## config.mk

```make
export PLATFORM = sky130hd
export DESIGN_NAME = power_root_sum
export DESIGN_NICKNAME = d
export VERILOG_FILES = /design/src/rtl/power_root_pkg.sv /design/src/rtl/power_root_sum_mult.sv /design/src/rtl/power_root_sum.sv
export SDC_FILE = /design/constraint.sdc
export NUM_CORES = 1
export LEC_CHECK = 0
export ABC_AREA = 1
export CORE_ASPECT_RATIO = 0.6
export CORE_MARGIN = 2
export CORE_UTILIZATION = 30
export CTS_BUF_LIST = sky130_fd_sc_hd__clkbuf_8
export DETAILED_ROUTE_END_ITERATION = 8
export MAX_ROUTING_LAYER = met4
export SKIP_CTS_REPAIR_TIMING = 1
export SLEW_MARGIN = 0
export SYNTH_ARGS = -nofsm -noshare
export SYNTH_HDL_FRONTEND = slang
export SYNTH_HIERARCHICAL = 1
export SYNTH_SLANG_ARGS = --single-unit
```

## constraint.sdc

```tcl
create_clock -name clk -period 13.25 [get_ports clk]
set_clock_uncertainty 0.05 [all_clocks]
set_input_delay 1.325 -clock clk [delete_from_list [all_inputs] [get_ports clk]]
set_output_delay 1.325 -clock clk [all_outputs]
set_load 0.005 [all_outputs]
```

## src/rtl/power_root_pkg.sv

```systemverilog
// Shared types and constants for power_root_sum.
// Root-cycle helper used to size the root phase.
package power_root_pkg;

  typedef enum logic [2:0] {
    S_IDLE,
    S_SQ,
    S_ROOT,
    S_SUM,
    S_DONE
  } state_t;

  localparam logic MODE_CBRT = 1'b0;
  localparam logic MODE_SQRT = 1'b1;

  function automatic int root_cycles(
    input int   w,
    input logic m
  );
    return (m == MODE_SQRT) ? (w / 2)
                            : ((w + 2) / 3);
  endfunction

endpackage

```

## src/rtl/power_root_sum_mult.sv

```systemverilog
// Shift-add multiplier, one partial product
// per cycle, W cycles per product.
module seq_mult #(
  parameter int W = 16
) (
  input  logic           clk,
  input  logic           rst,
  input  logic           start_i,
  input  logic [W-1:0]   a_i,
  input  logic [W-1:0]   b_i,
  output logic           ready_o,
  output logic [2*W-1:0] p_o
);

  localparam int CW = $clog2(W + 1);

  logic [2*W-1:0] mc_q;
  logic [W-1:0]   mp_q;
  logic [2*W-1:0] p_q;
  logic [CW-1:0]  cnt_q;

  // load operands, then add one shifted partial product per cycle
  always_ff @(posedge clk or posedge rst) begin
    if (rst) begin
      mc_q  <= '0;
      mp_q  <= '0;
      p_q   <= '0;
      cnt_q <= '0;
    end else if (start_i) begin
      mc_q  <= (2*W)'(a_i);
      mp_q  <= b_i;
      p_q   <= '0;
      cnt_q <= CW'(W);
    end else if (cnt_q != '0) begin
      if (mp_q[0]) begin
        p_q <= p_q + mc_q;
      end
      mc_q  <= mc_q << 1;
      mp_q  <= mp_q >> 1;
      cnt_q <= cnt_q - CW'(1);
    end
  end

  // high during the last step; product is final after this edge
  assign ready_o = (cnt_q == CW'(1));
  assign p_o     = p_q;

endmodule

```

## src/rtl/power_root_sum.sv

```systemverilog
// y = a^2 + floor(root(b)), cube or square root
// by restoring digit recurrence, fixed latency.
module power_root_sum
  import power_root_pkg::*;
#(
  parameter int W = 16
) (
  input  logic         clk,
  input  logic         rst,
  input  logic         start,
  input  logic         mode,
  input  logic [W-1:0] a,
  input  logic [W-1:0] b,
  output logic [W-1:0] y,
  output logic         ready,
  output logic         busy,
  output logic         ovf
);

  localparam int RC = root_cycles(W, MODE_CBRT);
  localparam int RS = root_cycles(W, MODE_SQRT);
  localparam int RW = W + 4;
  localparam int BW = 3 * RC;
  localparam int CW = $clog2(RS + 1);
  localparam int SW = 2 * W + 1;

  state_t state_q, state_d;

  logic          mode_q;
  logic [BW-1:0] bsh_q, bsh_d;
  logic [RW-1:0] rem_q, rem_d;
  logic [RW-1:0] root_q, root_d;
  logic [RW-1:0] sq_q, sq_d;
  logic [CW-1:0] rcnt_q;
  logic [SW-1:0] sum_q;
  logic [W-1:0]  y_q;
  logic          ovf_q;
  logic          ready_q;

  logic [RW-1:0] rem_n, trial, y2, ysq, h;
  logic          ge;
  logic          accept;
  logic          mult_rdy;
  logic [2*W-1:0] prod;

  assign accept = (state_q == S_IDLE) && start;

  seq_mult #(.W(W)) u_mult (
    .clk     (clk),
    .rst     (rst),
    .start_i (accept),
    .a_i     (a),
    .b_i     (a),
    .ready_o (mult_rdy),
    .p_o     (prod)
  );

  // state register
  always_ff @(posedge clk or posedge rst) begin
    if (rst) state_q <= S_IDLE;
    else     state_q <= state_d;
  end

  // next-state logic
  always_comb begin
    state_d = state_q;
    unique case (state_q)
      S_IDLE: if (start) state_d = S_SQ;
      S_SQ:   if (mult_rdy) state_d = S_ROOT;
      S_ROOT: if (rcnt_q == CW'(1)) state_d = S_SUM;
      S_SUM:  state_d = S_DONE;
      S_DONE: state_d = S_IDLE;
      default: state_d = S_IDLE;
    endcase
  end

  // one root digit; cube keeps root^2 to avoid a multiplier
  always_comb begin
    rem_n  = '0;
    trial  = '0;
    y2     = root_q << 1;
    ysq    = sq_q << 2;
    h      = '0;
    ge     = 1'b0;
    rem_d  = rem_q;
    root_d = root_q;
    sq_d   = sq_q;
    bsh_d  = bsh_q;
    if (mode_q == MODE_SQRT) begin
      rem_n  = (rem_q << 2)
             | RW'(bsh_q[BW-1 -: 2]);
      trial  = (root_q << 2) | RW'(1);
      ge     = (rem_n >= trial);
      rem_d  = ge ? rem_n - trial : rem_n;
      root_d = y2 | RW'(ge);
      bsh_d  = bsh_q << 2;
    end else begin
      rem_n  = (rem_q << 3)
             | RW'(bsh_q[BW-1 -: 3]);
      h      = ysq + y2;
      trial  = (h << 1) + h + RW'(1);
      ge     = (rem_n >= trial);
      rem_d  = ge ? rem_n - trial : rem_n;
      root_d = y2 | RW'(ge);
      sq_d   = ge ? ysq + (y2 << 1) + RW'(1)
                  : ysq;
      bsh_d  = bsh_q << 3;
    end
  end

  // operand latch, root iteration, final sum and output registers
  always_ff @(posedge clk or posedge rst) begin
    if (rst) begin
      mode_q  <= MODE_CBRT;
      bsh_q   <= '0;
      rem_q   <= '0;
      root_q  <= '0;
      sq_q    <= '0;
      rcnt_q  <= '0;
      sum_q   <= '0;
      y_q     <= '0;
      ovf_q   <= 1'b0;
      ready_q <= 1'b0;
    end else begin
      ready_q <= 1'b0;
      unique case (state_q)
        S_IDLE: begin
          if (start) begin
            mode_q <= mode;
            bsh_q  <= (mode == MODE_SQRT)
                    ? (BW'(b) << (BW - W))
                    : BW'(b);
            rem_q  <= '0;
            root_q <= '0;
            sq_q   <= '0;
          end
        end
        S_SQ: begin
          if (mult_rdy) begin
            rcnt_q <= (mode_q == MODE_SQRT)
                    ? CW'(RS) : CW'(RC);
          end
        end
        S_ROOT: begin
          rem_q  <= rem_d;
          root_q <= root_d;
          sq_q   <= sq_d;
          bsh_q  <= bsh_d;
          rcnt_q <= rcnt_q - CW'(1);
        end
        S_SUM: begin
          sum_q <= SW'(prod) + SW'(root_q);
        end
        S_DONE: begin
          y_q     <= sum_q[W-1:0];
          ovf_q   <= |sum_q[SW-1:W];
          ready_q <= 1'b1;
        end
        default: ;
      endcase
    end
  end

  assign y     = y_q;
  assign ovf   = ovf_q;
  assign ready = ready_q;
  assign busy  = (state_q != S_IDLE);

endmodule

```

==> results of run 1 <==
final timing paths:
| path | endpoint | slack, ns | cells after the start |
|---|---|---|---|
| worst max-delay path | rem_q[13] | 7.72 | 24 |
| worst max register to register | rem_q[13] | 7.72 | 24 |
| min in group asynchronous | bsh_q[2] | 1.19 | 2 |
| worst min-delay path | y[13] | 0.42 | 2 |
| worst min register to register | y[13] | 0.42 | 2 |
| max in group asynchronous | sum_q[31] | 10.52 | 3 |
worst register-to-register path, stage by stage (launching register included):
cell and delay (ns):
sky130_fd_sc_hd__dfrtp_1 0.43, sky130_fd_sc_hd__ha_1 0.32, sky130_fd_sc_hd__ha_1 0.32, sky130_fd_sc_hd__nand3_1 0.10, sky130_fd_sc_hd__nand3_1 0.13, sky130_fd_sc_hd__nand4_1 0.11
sky130_fd_sc_hd__nand2_1 0.15, sky130_fd_sc_hd__xor2_1 0.25, sky130_fd_sc_hd__ha_1 0.24, sky130_fd_sc_hd__nand2_1 0.08, sky130_fd_sc_hd__o31ai_1 0.41, sky130_fd_sc_hd__nand3_1 0.16
sky130_fd_sc_hd__nand2_1 0.11, sky130_fd_sc_hd__nand2_1 0.06, sky130_fd_sc_hd__xor2_1 0.14, sky130_fd_sc_hd__ha_1 0.41, sky130_fd_sc_hd__nand4_1 0.21, sky130_fd_sc_hd__nor2_1 0.21
sky130_fd_sc_hd__nand4_1 0.18, sky130_fd_sc_hd__nand3_2 0.12, sky130_fd_sc_hd__buf_4 0.56, sky130_fd_sc_hd__nand2_2 0.25, sky130_fd_sc_hd__o21ai_0 0.17, sky130_fd_sc_hd__o21ai_0 0.15
sky130_fd_sc_hd__nand3_1 0.10
logic make-up (layout without fill, tap and decap cells):
| kind of cell | Yosys count | count (layout) |
|---|---|---|
| buf+inv | 403 | 470 |
| fa+ha+maj | 149 | 149 |
| simple gates | 1283 | 1283 |
| xor+xnor | 67 | 67 |
| flops | 217 | 217 |
| compound gates | 461 | 461 |
sequential cells by signal (all words and copies together), names as in the netlist, 3 cells and up:
register	cells
bsh_q	18
rcnt_q	4
rem_q	18
root_q	20
sq_q	17
state_q	3
sum_q	33
u_mult/cnt_q	5
u_mult/mc_q	32
u_mult/mp_q	16
u_mult/p_o	32
y	16
cells in the final DEF (no fill, tap or decap), types with 10 or more instances in the layout:
cell type	count
sky130_fd_sc_hd__clkbuf_8	44
sky130_fd_sc_hd__nor3_1	27
sky130_fd_sc_hd__xor2_1	31
sky130_fd_sc_hd__o22ai_1	30
sky130_fd_sc_hd__nor2_1	154
sky130_fd_sc_hd__a31oi_1	20
sky130_fd_sc_hd__o21ai_0	113
sky130_fd_sc_hd__nand4_1	32
sky130_fd_sc_hd__a2bb2oi_1	10
sky130_fd_sc_hd__o21ai_2	12
sky130_fd_sc_hd__a21o_1	11
sky130_fd_sc_hd__nand3_1	183
sky130_fd_sc_hd__clkdlybuf4s50_1	54
sky130_fd_sc_hd__buf_4	12
sky130_fd_sc_hd__o211ai_1	15
sky130_fd_sc_hd__xnor2_1	36
sky130_fd_sc_hd__ha_1	145
sky130_fd_sc_hd__nand2_1	825
sky130_fd_sc_hd__o21ai_1	26
sky130_fd_sc_hd__inv_1	340
sky130_fd_sc_hd__a21oi_1	146
sky130_fd_sc_hd__o21bai_1	10
sky130_fd_sc_hd__a22oi_1	16
sky130_fd_sc_hd__dfrtp_1	217
layer usage:
layer	vias up	GRT usage (%)
li1	8612	-
met4	0	2.14
met5	-	-
met1	7893	33.8
met3	40	6.88
met2	779	19.3
metrics by stage:
stage          hold WS [ns]  instances  setup WS (ns)  util, %
2_1_floorplan         0.394       2580           8.35        -
3_3_place_gp          0.411       3370           8.07     32.4
3_5_place_dp          0.409       3370           7.90     32.4
4_1_cts               0.424       3428           7.83     33.7
5_1_grt               0.451       3428           7.35     33.7
6_report              0.420       3428           7.72     33.7
area by class of cell:
type / instances / area share, %
Multi-Input combinational cell: 1960 / 54.2
Inverter: 346 / 6.59
Sequential cell: 217 / 27.3
Tap cell: 781 / 4.91
Timing Repair Buffer: 66 / 3.17
Clock inverter: 14 / 0.749
Clock buffer: 44 / 3.04
==> tab_implementation.tex, run 1 <==
\begin{tabular}{lr}
\hline
Metric & Value \\
\hline
\multicolumn{2}{l}{\textbf{Clock tree}} \\
\quad Clock root cell & sky130\_fd\_sc\_hd\_\_clkbuf\_8 \\
\quad Clock Latency Late Sink & 0.60 ns \\
\quad Maximum buffer depth of the clock tree & 3 \\
\quad Clock sinks & 217 \\
\quad Number of H-tree levels & 2 \\
\quad Clock transition at the registers of the reported paths & 0.07 ns \\
\quad TritonCTS clock tree & done \\
\quad Number of CTS-inserted buffers & 36 \\
\multicolumn{2}{l}{\textbf{Detailed routing}} \\
\quad Drt drc & 0 \\
\quad Number of detailed-routing iterations run before antenna repair & 5 \\
\quad Wire length per cell & 17.1 um \\
\quad Met2 routed wirelength & 17.1 mm \\
\quad Wirelength, routed & 58.7 mm \\
\quad Highest metal used & met4 \\
\quad Total via count in the routed design & 17,324 \\
\quad Violation count after the first detailed-route iteration & 2,186 \\
\quad Average via count per standard cell & 5.05 \\
\quad Wl on met1 & 33.1 mm \\
\quad Remaining number of nets flagged by the antenna check after routing & 0 \\
\quad Routed met3 length & 8.16 mm \\
\multicolumn{2}{l}{\textbf{Min path}} \\
\quad Start point of the worst hold path & y[13] \\
\quad Hold Path Class & reg -> reg \\
\multicolumn{2}{l}{\textbf{Timing}} \\
\quad Actual slew at the worst max-slew pin & 1.10 ns \\
\quad Finish-stage setup viols & 0 \\
\quad Worst max-slew margin expressed relative to the limit & 26.7\% \\
\quad Upper clock frequency limit & 0.181 GHz \\
\quad Shortest period the worst path allows & 5.53 ns \\
\quad Post-Route Setup TNS & 0 ns \\
\quad Pins over their slew limit & 0 \\
\quad Final number of hold-violating endpoints & 0 \\
\quad Final cycle utilization of the critical path & 41.7\% \\
\quad Setup repair after global routing missed its margin & false \\
\multicolumn{2}{l}{\textbf{Global routing}} \\
\quad Total routing resource utilization after global routing & 19.5\% \\
\quad GRT overflow & 0 \\
\quad First-pass GRT wire length & 90.8 mm \\
\quad Maximum number of pins on one net before global-route repair & 86 \\
\quad Via count of the first global-routing pass & 15,066 \\
\quad Antenna violations before repair & 0 \\
\multicolumn{2}{l}{\textbf{Critical path}} \\
\quad Data arrival time of the critical path & 5.99 ns \\
\quad Critical path startpoint category & flip-flop \\
\quad Cell type group with the largest total delay on the critical path & simple AND/OR/NAND/NOR gates \\
\quad Worst-path cell chain & ha\_1 > ha\_1 > nand3\_1 > nand3\_1 > nand4\_1 > nand2\_1 > xor2\_1 > ha\_1 > nand2\_1 > o31ai\_1 > nand3\_1 > nand2\_1 > nand2\_1 > xor2\_1 > ha\_1 > nand4\_1 > nor2\_1 > nand4\_1 > nand3\_2 > buf\_4 > nand2\_2 > o21ai\_0 > o21ai\_0 > nand3\_1 \\
\quad Biggest fanout along the worst timing path & 58 \\
\quad Required arrival time at the worst endpoint & 13.71 ns \\
\quad Kind of capture point of the worst setup path & flip-flop \\
\quad Type of the worst setup path & reg -> reg \\
\quad Buf/Inv on CP & 1 \\
\quad Slowest cell on the critical path & sky130\_fd\_sc\_hd\_\_buf\_4 \\
\quad Critical path's largest stage delay & 0.56 ns \\
\quad FF-to-FF Start & root\_q[1] \\
\quad Launch point of the critical path & root\_q[1] \\
\multicolumn{2}{l}{\textbf{Logic synthesis}} \\
\quad Area share of the largest cell type after synthesis & 30.4\% \\
\quad Simple logic cell fraction of the synthesized area & 30.4\% \\
\quad Post-Syn Area & 17,900 sq um \\
\quad Register area share after synthesis & 30.4\% \\
\quad Leading cell type by number of instances after synthesis & sky130\_fd\_sc\_hd\_\_nand2\_1 \\
\quad Number of distinct library cells after synthesis & 70 \\
\quad Synth warnings & 6 \\
\quad Async S/R FF share, synth & 100\% \\
\quad Post-synthesis xor/xnor area fraction & 3.29\% \\
\quad Avg Inst Size Synth & 6.92 sq um \\
\quad EDFF count, synth & 0 \\
\quad Most used flip-flop cell after synthesis & sky130\_fd\_sc\_hd\_\_dfrtp\_1 \\
\quad Combinational family with the most area after synthesis & simple AND/OR/NAND/NOR gates \\
\quad Complex-gate fraction of the synthesized area & 16.0\% \\
\quad Dominant cells by area after synthesis & sky130\_fd\_sc\_hd\_\_dfrtp\_1 (30\%), sky130\_fd\_sc\_hd\_\_nand2\_1 (17\%), sky130\_fd\_sc\_hd\_\_ha\_1 (10\%) \\
\quad Flop and latch count out of synthesis & 217 \\
\quad Proportion of synthesized area in mux cells & 0\% \\
\quad Synth Area in Adders & 10.6\% \\
\quad Commonest cells in the synthesized netlist & sky130\_fd\_sc\_hd\_\_nand2\_1 (825), sky130\_fd\_sc\_hd\_\_inv\_1 (338), sky130\_fd\_sc\_hd\_\_dfrtp\_1 (217) \\
\quad Synth area leader & sky130\_fd\_sc\_hd\_\_dfrtp\_1 \\
\quad Post-Synthesis Net Count & 2,765 \\
\quad Cell count after synthesis & 2,580 \\
\multicolumn{2}{l}{\textbf{Placement}} \\
\quad Count of input and output buffers & 54 \\
\quad Detailed placement HPWL & 46.9 mm \\
\quad Global placer's final weighted congestion & 1.03 \\
\quad Post-DP Area & 19,100 sq um \\
\multicolumn{2}{l}{\textbf{Floorplan}} \\
\quad Area inside the core boundary & 59,100 sq um \\
\quad Horizontal die dimension & 319 um \\
\quad Initial core utilization & 30.3\% \\
\quad Die area & 61,600 sq um \\
\quad Number of top-level pins & 55 \\
\quad Row count & 69 \\
\quad Die height & 193 um \\
\multicolumn{2}{l}{\textbf{Outcome}} \\
\quad Outcome & finished clean \\
\multicolumn{2}{l}{\textbf{Final layout}} \\
\quad Register Area & 5430 sq um \\
\quad Area Overhead vs Synth & 11.4\% \\
\quad Area of the multi-input gates & 10,800 sq um \\
\quad Antenna fix cells & 0 \\
\quad Post-route cell area & 19,900 sq um \\
\quad Number of nets at the end of the flow & 2,812 \\
\quad Number of fillers in the final layout & 6,495 \\
\quad Share of layout cells above drive strength 1 & 5.74\% \\
\multicolumn{2}{l}{\textbf{Job}} \\
\quad MaxCap Viol Count & 0 \\
\hline
\end{tabular}
Power of run 1 is left out: the tool's default activity adds up to more than one toggle a clock period on the data nets, which glitch-free logic cannot reach.
==> run 2, diff against run 1 <==
==> constraint.sdc (replaced) <==
create_clock -name clk -period 5.16 [get_ports clk]
set_clock_uncertainty 0.05 [all_clocks]
set_input_delay 0.516 -clock clk [delete_from_list [all_inputs] [get_ports clk]]
set_output_delay 0.516 -clock clk [all_outputs]
set_load 0.005 [all_outputs]
==> tab_implementation.tex, run 2 (synthesis results as in run 1) <==
\begin{tabular}{lr}
\hline
Metric & Value \\
\hline
\multicolumn{2}{l}{\textbf{Critical path}} \\
\quad Worst R2R Path Depth & 26 (+8.3\%) \\
\quad Critical path's largest stage delay & 0.53 ns (-0.03 ns) \\
\quad Slowest cell on the critical path & sky130\_fd\_sc\_hd\_\_dfrtp\_1 \\
\quad Flop-to-flop setup slack & 0.29 ns (-7.44 ns) \\
\quad Cell seen most often among critical-path stages & sky130\_fd\_sc\_hd\_\_nand2\_1 \\
\quad Biggest fanout along the worst timing path & 35 (-40\%) \\
\quad Data arrival time of the critical path & 5.26 ns (-0.73 ns) \\
\quad Required arrival time at the worst endpoint & 5.55 ns (-8.16 ns) \\
\quad Kind of capture point of the worst setup path & flip-flop \\
\quad Critical path startpoint category & flip-flop \\
\quad Type of the worst setup path & reg -> reg \\
\multicolumn{2}{l}{\textbf{Global routing}} \\
\quad First-pass GRT wire length & 90.2 mm (-0.74\%) \\
\quad Antenna violations before repair & 0 (unchanged) \\
\quad Met3 track utilization from global routing & 5.96\% (-0.92 points) \\
\quad Via count of the first global-routing pass & 15,102 (+0.24\%) \\
\quad Maximum number of pins on one net before global-route repair & 78 (-9.3\%) \\
\quad GRT met1 Usage & 33.0\% (-0.75 points) \\
\quad GR Util met2 & 19.9\% (+0.51 points) \\
\quad Total routing resource utilization after global routing & 19.2\% (-0.29 points) \\
\quad GRT overflow & 0 (unchanged) \\
\quad Most congested layer reported by global routing & met1 \\
\multicolumn{2}{l}{\textbf{Detailed routing}} \\
\quad Wire length per cell & 16.8 um (-2.0\%) \\
\quad Drt drc & 0 (unchanged) \\
\quad Number of detailed-routing iterations run before antenna repair & 6 (+1) \\
\quad Total via count in the routed design & 17,457 (+0.77\%) \\
\quad Average via count per standard cell & 5.06 (about the same) \\
\quad Remaining number of nets flagged by the antenna check after routing & 0 (unchanged) \\
\quad Violation count after the first detailed-route iteration & 1,877 (-14\%) \\
\quad Wirelength, routed & 58.0 mm (-1.4\%) \\
\multicolumn{2}{l}{\textbf{Final layout}} \\
\quad Register Area & 5430 sq um (about the same) \\
\quad Most used cells in the layout excluding fill and tap cells & sky130\_fd\_sc\_hd\_\_nand2\_1 (825), sky130\_fd\_sc\_hd\_\_inv\_1 (347), sky130\_fd\_sc\_hd\_\_dfrtp\_1 (216) \\
\quad Register ranked first by flip-flop count & sum\_q \\
\quad Number of fillers in the final layout & 6,387 (-1.7\%) \\
\quad Area of the multi-input gates & 11,000 sq um (+1.7\%) \\
\quad Flip-flop count of the largest register after layout & 33 (unchanged) \\
\quad Number of nets at the end of the flow & 2,832 (+0.71\%) \\
\quad Area Overhead vs Synth & 13.1\% \\
\quad Share of layout cells above drive strength 1 & 7.41\% (+1.7 points) \\
\quad Post-Route Utilization & 34.2\% (+0.52 points) \\
\quad Most frequent standard cell in the layout excluding fill and tap cells & sky130\_fd\_sc\_hd\_\_nand2\_1 \\
\quad Antenna fix cells & 0 (unchanged) \\
\multicolumn{2}{l}{\textbf{Min path}} \\
\quad WHS Path Cells & 2 (unchanged) \\
\quad Hold Path Class & reg -> reg \\
\multicolumn{2}{l}{\textbf{Clock tree}} \\
\quad Clock transition at the registers of the reported paths & 0.07 ns (about the same) \\
\quad TritonCTS clock tree & done \\
\quad Clock root cell & sky130\_fd\_sc\_hd\_\_clkbuf\_8 \\
\quad Number of H-tree levels & 2 (unchanged) \\
\quad Clock sinks & 217 (unchanged) \\
\quad Maximum buffer depth of the clock tree & 3 (unchanged) \\
\quad Clock Latency Late Sink & 0.57 ns (-0.03 ns) \\
\quad Number of CTS-inserted buffers & 34 (-5.6\%) \\
\multicolumn{2}{l}{\textbf{Timing}} \\
\quad Post-Route Setup TNS & 0 ns (unchanged) \\
\quad Pins over their slew limit & 0 (unchanged) \\
\quad Shortest period the worst path allows & 4.87 ns (-0.654 ns) \\
\quad Final cycle utilization of the critical path & 94.5\% (+53 points) \\
\quad Worst max-slew margin expressed relative to the limit & 16.8\% (-9.9 points) \\
\quad Final number of hold-violating endpoints & 0 (unchanged) \\
\quad Actual slew at the worst max-slew pin & 1.24 ns (+0.148 ns) \\
\quad Upper clock frequency limit & 0.205 GHz (+13\%) \\
\quad Finish-stage setup viols & 0 (unchanged) \\
\multicolumn{2}{l}{\textbf{Floorplan}} \\
\quad Die area & 61,600 sq um (unchanged) \\
\quad Row count & 69 (unchanged) \\
\quad Area inside the core boundary & 59,100 sq um (unchanged) \\
\quad Initial core utilization & 30.3\% (unchanged) \\
\quad Number of top-level pins & 55 (unchanged) \\
\quad Die height & 193 um (unchanged) \\
\quad Horizontal die dimension & 319 um (unchanged) \\
\multicolumn{2}{l}{\textbf{Placement}} \\
\quad Count of input and output buffers & 54 (unchanged) \\
\quad Detailed placement HPWL & 46.1 mm (-1.7\%) \\
\quad Global placer's final weighted congestion & 0.974 (-5.2\%) \\
\multicolumn{2}{l}{\textbf{Pwr}} \\
\quad Leakage power of the design & 10.6 nW \\
\quad Power density of the placed cells & 746 nW/um\^{}2 \\
\quad Highest ir drop seen on vdd & 0.00119 V \\
\multicolumn{2}{l}{\textbf{Outcome}} \\
\quad Outcome & finished clean \\
\multicolumn{2}{l}{\textbf{Job}} \\
\quad MaxCap Viol Count & 0 (unchanged) \\
\hline
\end{tabular}
run 2: routing by layer:
layer | vias up | share of wire (%)
met5 | - | 0
met4 | 0 | 0.78
met3 | 40 | 12
met2 | 716 | 30
met1 | 8038 | 57
li1 | 8663 | -
run 2: cell type report:
class,instances,share of cell area (%)
multi-input cells,1960,54.3
flip-flops and latches,217,26.9
inverters,346,6.49
well taps,781,4.84
repair buffers,88,4.00
clock buffers,41,2.79
clock inverters,19,0.657
run 2: final timing paths:
check,from,endpoint
max,root_q[11],rem_q[15]
min,y[15],y[15]
max reg2reg,root_q[11],rem_q[15]
min reg2reg,y[15],y[15]
max in group asynchronous,rst,u_mult/p_o[23]
min in group asynchronous,rst,bsh_q[7]
run 2: metrics by stage:
stage	hold slack, ns	cells	total power [mW]	area, sq um	setup WS (ns)
3_3_place_gp	0.409	3390	13.2	19300	0.240
6_report	0.424	3452	15.1	20200	0.285
3_5_place_dp	0.411	3390	13.1	19300	0.219
2_1_floorplan	0.394	2580	10.9	17900	0.987
4_1_cts	0.430	3450	14.8	20000	0.197
5_1_grt	0.447	3452	18.2	20200	-0.0294
run 2: worst max-delay path: cells and delay by family, from the launching register on:
kind,cells,cell delay [ns]
and+or+nand+nor,13,1.40
AOI/OAI and AO/OA,7,1.19
adders and majority gates,3,1.05
DFF,1,0.53
buffers and inverters,2,0.28
xor gates and xnor gates,1,0.26
run 2: where the power goes:
group | leakage, nW | total (mW) | switching, mW | internal (mW)
Clock | 0.403 | 1.56 | 0.742 | 0.821
Sequential | 2.85 | 3.01 | 0.705 | 2.31
Combinational | 7.32 | 10.5 | 7.05 | 3.44
No activity file was read; power rests on OpenSTA's default activity.
